`src/rtl/dmi_pkg.sv`:
```
// DMI request controller shared types: FSM state, widths and request bundle.
// Imported by dmi_core_req_ctrl and dmi_rsp_timer.
package dmi_pkg;

  localparam int DMI_ADDR_W = 7;
  localparam int DMI_DATA_W = 32;

  typedef enum logic [1:0] {
    IDLE,
    REQ,
    WAIT_RSP
  } dmi_state_e;

  typedef struct packed {
    logic                  write;
    logic [DMI_ADDR_W-1:0] addr;
    logic [DMI_DATA_W-1:0] wdata;
  } dmi_req_t;

endpackage

```
`src/rtl/dmi_rsp_timer.sv`:
```
// Response timeout counter: clr zeroes, en counts up.
// Ports: clk, rst_n, clr, en in; expired out (last cycle before max).
module dmi_rsp_timer #(
  parameter int TMO_W = 8
) (
  input  logic clk,
  input  logic rst_n,
  input  logic clr,
  input  logic en,
  output logic expired
);

  // Count reaches all-ones on the edge after this value, so the
  // timeout decision is taken on the (2^TMO_W-1)th waiting cycle.
  localparam logic [TMO_W-1:0] TMO_LAST =
    {{(TMO_W-1){1'b1}}, 1'b0};

  logic [TMO_W-1:0] cnt_q;

  always_ff @(posedge clk or negedge rst_n) begin
    if (!rst_n) begin
      cnt_q <= '0;
    end else if (clr) begin
      cnt_q <= '0;
    end else if (en) begin
      cnt_q <= cnt_q + TMO_W'(1);
    end
  end

  assign expired = en && (cnt_q == TMO_LAST);

endmodule

```
`src/rtl/dmi_core_req_ctrl.sv`:
```
// Core-side DMI request controller: one valid/ready request per access,
// response wait with timeout, held result/status and a completion toggle.
module dmi_core_req_ctrl
  import dmi_pkg::*;
#(
  parameter int ADDR_W = DMI_ADDR_W,
  parameter int DATA_W = DMI_DATA_W,
  parameter int TMO_W  = 8
) (
  input  logic              clk,
  input  logic              rst_n,
  input  logic              reg_en,
  input  logic              reg_wr_en,
  input  logic [ADDR_W-1:0] dmi_addr,
  input  logic [DATA_W-1:0] dmi_wdata,
  output logic              req_valid,
  input  logic              req_ready,
  output logic              req_write,
  output logic [ADDR_W-1:0] req_addr,
  output logic [DATA_W-1:0] req_wdata,
  input  logic              rsp_valid,
  input  logic [DATA_W-1:0] rsp_rdata,
  input  logic              rsp_err,
  output logic [DATA_W-1:0] rdata_hold,
  output logic              err_hold,
  output logic              busy,
  output logic              done_tgl,
  output logic              overrun,
  input  logic              overrun_clr
);

  dmi_state_e state_q, state_d;
  dmi_req_t   req_q;

  logic hs;
  logic tmo;
  logic rsp_hit;

  assign hs      = (state_q == REQ) && req_ready;
  assign rsp_hit = (state_q == WAIT_RSP) && rsp_valid;

  dmi_rsp_timer #(
    .TMO_W(TMO_W)
  ) u_tmr (
    .clk    (clk),
    .rst_n  (rst_n),
    .clr    (hs),
    .en     (state_q == WAIT_RSP),
    .expired(tmo)
  );

  always_ff @(posedge clk or negedge rst_n) begin
    if (!rst_n) begin
      state_q <= IDLE;
    end else begin
      state_q <= state_d;
    end
  end

  always_comb begin
    state_d = state_q;
    unique case (state_q)
      IDLE:     if (reg_en) state_d = REQ;
      REQ:      if (req_ready) state_d = WAIT_RSP;
      WAIT_RSP: if (rsp_valid || tmo) state_d = IDLE;
      default:  state_d = IDLE;
    endcase
  end

  always_comb begin
    req_valid = 1'b0;
    busy      = 1'b0;
    if (state_q == REQ) req_valid = 1'b1;
    if (state_q != IDLE) busy = 1'b1;
  end

  always_ff @(posedge clk or negedge rst_n) begin
    if (!rst_n) begin
      req_q      <= '0;
      rdata_hold <= '0;
      err_hold   <= 1'b0;
      done_tgl   <= 1'b0;
    end else begin
      if ((state_q == IDLE) && reg_en) begin
        req_q.write <= reg_wr_en;
        req_q.addr  <= dmi_addr;
        if (reg_wr_en) req_q.wdata <= dmi_wdata;
      end
      // A response arriving on the timeout cycle still completes normally.
      if (rsp_hit) begin
        if (!req_q.write) rdata_hold <= rsp_rdata;
        err_hold <= rsp_err;
        done_tgl <= ~done_tgl;
      end else if (tmo) begin
        if (!req_q.write) rdata_hold <= '0;
        err_hold <= 1'b1;
        done_tgl <= ~done_tgl;
      end
    end
  end

  // Set beats clear so a coincident drop is never lost.
  always_ff @(posedge clk or negedge rst_n) begin
    if (!rst_n) begin
      overrun <= 1'b0;
    end else if (reg_en && (state_q != IDLE)) begin
      overrun <= 1'b1;
    end else if (overrun_clr) begin
      overrun <= 1'b0;
    end
  end

  assign req_write = req_q.write;
  assign req_addr  = req_q.addr;
  assign req_wdata = req_q.wdata;

endmodule

```
`config.mk`:
```
export PLATFORM = sky130hd
export DESIGN_NAME = dmi_core_req_ctrl
export DESIGN_NICKNAME = d
export VERILOG_FILES = /design/src/rtl/dmi_pkg.sv /design/src/rtl/dmi_rsp_timer.sv /design/src/rtl/dmi_core_req_ctrl.sv
export SDC_FILE = /design/constraint.sdc
export NUM_CORES = 1
export LEC_CHECK = 0
export CAP_MARGIN = 30
export CORE_MARGIN = 8
export CORE_UTILIZATION = 46
export DETAILED_ROUTE_END_ITERATION = 8
export GPL_ROUTABILITY_DRIVEN = 0
export GPL_TIMING_DRIVEN = 0
export PLACE_DENSITY = 0.85
export SLEW_MARGIN = 20
export SYNTH_ARGS = -nofsm -noshare
export SYNTH_HDL_FRONTEND = slang
export SYNTH_SLANG_ARGS = --single-unit
```
`constraint.sdc`:
```
create_clock -name clk -period 2.8 [get_ports clk]
set_input_delay 0.28 -clock clk [delete_from_list [all_inputs] [get_ports clk]]
set_output_delay 0.28 -clock clk [all_outputs]
set_load 0.01 [all_outputs]
```
# Word level (Yosys, flattened, before mapping)
# Cells that the tools add are included.
[word_totals]
register_bits = 85
latch_bits = 0
ramBits = 0
romBits = 0
in_bits = 79
output_inout_bits = 77
wordCells = 51
n_memories = 0
[classes]
addsub = 1
n_mul = 0
div_mod_pow = 0
magnitude_cmp = 0
n_eq_ne = 8
shift = 0
mux = 18
bitwise_logic = 1
n_reduce_logical = 14
[op_table]
columns = ["cell", "count"]
rows = [
  ["two-way mux 32 bit", 4],
  ["two-way mux 8 bit", 2],
  ["!= test 2 bit, second input constant", 5],
  ["adder 8 x 1 -> 8 bit, second input constant", 1],
  ["== test 8 bit, second input constant", 1],
  ["two-way mux 1 bit", 8],
  ["nonzero test 2 bit", 4],
  ["two-way mux 2 bit", 3],
  ["case mux 2 bit (3 select lines)", 1],
  ["AND reduction 3 bit", 2],
  ["logical AND 1 bit", 5],
  ["== test 2 x 1 -> 1 bit, second input constant", 1],
  ["== test 2 bit, second input constant", 1],
  ["zero test 2 bit", 1],
  ["AND reduction 2 bit", 1],
  ["logical OR 1 bit", 1],
  ["NOT 1 bit", 1],
]

# Longest topological paths before layout
[logic_depth]
depth_word = 5
mapped_depth = 6
ltp_nobuf = 5

# Modules after synthesis
# Synthesis repeated with hierarchy kept, for this count alone.
[unflattened]
hier_cells = 287
hier_area_um2 = 3560.9
[by_module_without_submodules]
columns = ["mod", "n_inst", "cells_each", "area_each_um2", "seq_area_each_um2"]
rows = [
  ["dmi_core_req_ctrl", 1, 246, 3149.3, 1926.8],
  ["dmi_rsp_timer", 1, 41, 411.6, 200.2],
]

# Least setup slack after synthesis
# No wires, ideal clock.
[synth_timing]
kind = "register to register"
from = "register state_q[1]"
to = "register req_q, in the netlist req_wdata[10]"
setup_time_ns = 0.125
t_arrival_ns = 1.399
t_required_ns = 2.675
setup_slack_ns = 1.276
stages_incl_launch_ff = 7
n_path_buf = 3
synth_period_minus_slack_ns = 1.524
path_cell_list = "dfrtp_1 > nor3b_2 > buf_6 > and2_4 > buf_6 > buf_12 > mux2_4"
[synth_via]
elab_chain_len = 3
[synth_lines]
columns = ["item", "line_no", "rtl"]
rows = [
  ["start, declared", "dmi_core_req_ctrl.sv:32", "dmi_state_e state_q, state_d;"],
  ["start signal, assigned", "dmi_core_req_ctrl.sv:56", "state_q <= state_d;"],
  ["zero test 2 bit", "dmi_core_req_ctrl.sv:84", "if ((state_q == IDLE) && reg_en) begin"],
  ["logical AND 1 bit", "dmi_core_req_ctrl.sv:84", ""],
  ["AND reduction 2 bit (no source line)", "--", ""],
  ["end, declared", "dmi_core_req_ctrl.sv:33", "dmi_req_t req_q;"],
]
# Every way passes these cells.
# A chain may end at the register's enable or synchronous reset.

# Final worst setup path
[layout_timing]
from = "register state_q[1]"
to = "output busy"
[layout_via]
elab_chain_len = 2
[layout_lines]
columns = ["item", "line_no", "rtl"]
rows = [
  ["nonzero test 2 bit", "dmi_core_req_ctrl.sv:74", "if (state_q != IDLE) busy = 1'b1;"],
  ["two-way mux 1 bit", "dmi_core_req_ctrl.sv:74", ""],
  ["end, declared", "dmi_core_req_ctrl.sv:26", "output logic busy,"],
]
# Every way passes these cells.

==> impl_metrics.toml <==
[sta]
skew_ns = 0.0100
fin_ws_ns = 0.787
maxSlewViolCount = 0
worstMarginPinSlew_ns = 0.552
fmaxAchievable_mhz = 497
relSlewSlack = 0.632
setup_viol = 0
post-route-period-util = 0.719
fin_crit_ns = 2.01
holdWs_ns = 0.456
hold_viol_final = 0
rsz0062_at_grt = "false"
tns_ns = 0

[floorplanning]
dieArea_um2 = 11200
start_util = 0.463
fp-row-count = 33
die_y_um = 106
io_pins = 156
dieWidth_um = 106
design.core.area_um2 = 8050

[critical_path]
crit_path_max_fanout = 10
cp.arrival_ns = 1.73
r2r_setup_slack_ns = 1.05
critPathRequiredTime_ns = 2.52
worst_setup_path_end_kind = "primary output"
cp-start-kind = "flip-flop"
crit_type = "reg -> out"

[placement]
post_dp_cell_area_um2 = 5440
io_buffers = 155
dp_hpwl_um = 7780
preCtsSetupSlack_ns = 0.802

[cts]
tritoncts = "built"
numCtsBuffers = 9
clk-insertion-delay-late_ns = 0.35
cts_max_level = 3
cts.path.max_buffers = 2
clkSinkCount = 85
cts.clk_slew.worst_paths_ns = 0.09
cts-root-buf = "clkbuf_8"
post_cts_buffers = 0

[synthesis]
synth_top_area_share = 0.570
syn_inst = 294
synth_cell_types = 36
yosysSeqAreaShare = 0.570
synth_top_area_cell = "dfrtp_1"
syn_area_um2 = 3730
yosysWarnings = 0
syn_avg_cell_area_um2 = 12.7
ys_ff_latch = 85
synth_area_leaders = "dfrtp_1 (57%), mux2_4 (12%), a22oi_1 (6.4%)"
synth.net_count = 375

[power]
ir_worst_vdd_mv = 0.608
fin_total_pwr_mw = 5.67
power_per_cell_area_nw_per_um2 = 996
p_leak_nw = 2.62

[detailed_routing]
num_vias = 2911
drtIter0Drc = 70
wire_per_inst_um = 17.8
via_per_inst = 5.10
finalWirelength_um = 10200
dr.pass1.iters = 4
drt_drc_violations_left = 0
ant_nets = 0

[layout]
design_area_um2 = 5690
drive_gt1_frac = 0.167
fin_nets = 543
layout_commonest_cell = "clkdlybuf4s50_1"
area_growth_pct = 52.4
diodes = 0
n_fill_cell = 571
final_cell_mix = "clkdlybuf4s50_1 (154), dfrtp_1 (85), inv_1 (38), o21ai_1 (32), a22oi_1 (32)"

[grt]
busiest_layer = "met2"
use_met2 = 0.322
grtUsageMet1 = 0.214
overflow = 0
use_met3 = 0.0405
antenna_found_initial = 0
first_global_vias = 3102
grt_max_degree = 45
grtUsageTotal = 0.182
grt_pass1_wl_um = 16400

[job]
maxCapViolCount = 0

[worst_hold_path]
hold_class = "in -> async"

[outcome]
status = "finished, final reports clean"
-- path summary, 6_finish.rpt --
check,from,endpoint,cells after the start
worst max-delay path,state_q[1],busy,3
worst min-delay path,rst_n,rdata_hold[27],2
worst max register to register,u_tmr.cnt_q[0],state_q[1],6
worst min register to register,u_tmr.cnt_q[7],u_tmr.cnt_q[7],1
max in group asynchronous,rst_n,req_addr[6],3
min in group clk,u_tmr.cnt_q[7],u_tmr.cnt_q[7],1
-- stage by stage --
stage,util,std cells
after CTS,0.706,571
final,0.706,571
after detailed placement,0.676,555
after floorplan,-,294
after global placement,0.672,554
after global routing,0.706,571
-- per-layer routing --
metal  wire length [um]  up-vias
met5                  0        -
met3                482       14
li1                   -     1370
met4                157        0
met1               4220     1446
met2               5310       81
-- area by class of cell --
| type | instances | area [um^2] | area share |
|---|---|---|---|
| Multi-Input combinational cell | 152 | 1310 | 0.231 |
| Clock inverter | 6 | 113 | 0.0198 |
| Clock buffer | 9 | 124 | 0.0218 |
| Sequential cell | 85 | 2130 | 0.374 |
| Buffer | 19 | 150 | 0.0264 |
| Tap cell | 105 | 131 | 0.0231 |
| Timing Repair Buffer | 157 | 1590 | 0.279 |
| Inverter | 38 | 143 | 0.0251 |
-- Yosys cell counts (all sizes together) --
library cell,number
a21o,2
a21oi,2
a22o,1
a22oi,32
and2,1
buf,17
clkbuf,2
dfrtp,85
ha,2
inv,38
mux2,41
mux2i,1
nand2,2
nand2b,2
nand3,5
nand3b,2
nand4,1
nand4b,1
nand4bb,1
nor2b,2
nor3,1
nor3b,2
nor4bb,1
o211ai,5
o21a,1
o21ai,37
o311ai,1
o31ai,3
o41ai,1
or2,1
or3b,1
-- power breakdown --
part	switching, mW	leakage, nW	internal [mW]	total, mW
Sequential	0.317	0.937	1.72	2.03
Combinational	0.982	1.56	1.62	2.60
Clock	0.444	0.119	0.589	1.03
Total	1.74	2.62	3.92	5.67
-- worst max-delay path, cell delays in order (launching register included) --
cell and delay [ns]:
dfrtp_1 0.40, buf_2 0.18, or2_2 0.32, clkdlybuf4s50_1 0.49
-- cell families (layout without fill, tap and decap cells) --
| group | Yosys count | count (layout) | share of synthesized area |
|---|---|---|---|
| compound gates | 85 | 85 | 0.146 |
| fa+ha+maj | 2 | 2 | 0.00671 |
| buf+inv | 57 | 229 | 0.0785 |
| flops | 85 | 85 | 0.570 |
| mux | 42 | 42 | 0.157 |
| simple gates | 23 | 23 | 0.0423 |
-- timing repair --
| item | in CTS | in global routing |
|---|---|---|
| gates resized for setup | 0 | 0 |
| hold buffers | 1 | 0 |
| hold endpoints to repair | 41 | 0 |
-- sequential cells by signal, indices dropped and copies added, names as in the netlist --
name and count:
u_tmr.cnt_q 8, req_wdata 32, state_q 2, req_write 1, req_addr 7, overrun 1, done_tgl 1, err_hold 1
rdata_hold 32
Power figures use the tool's default switching activity.
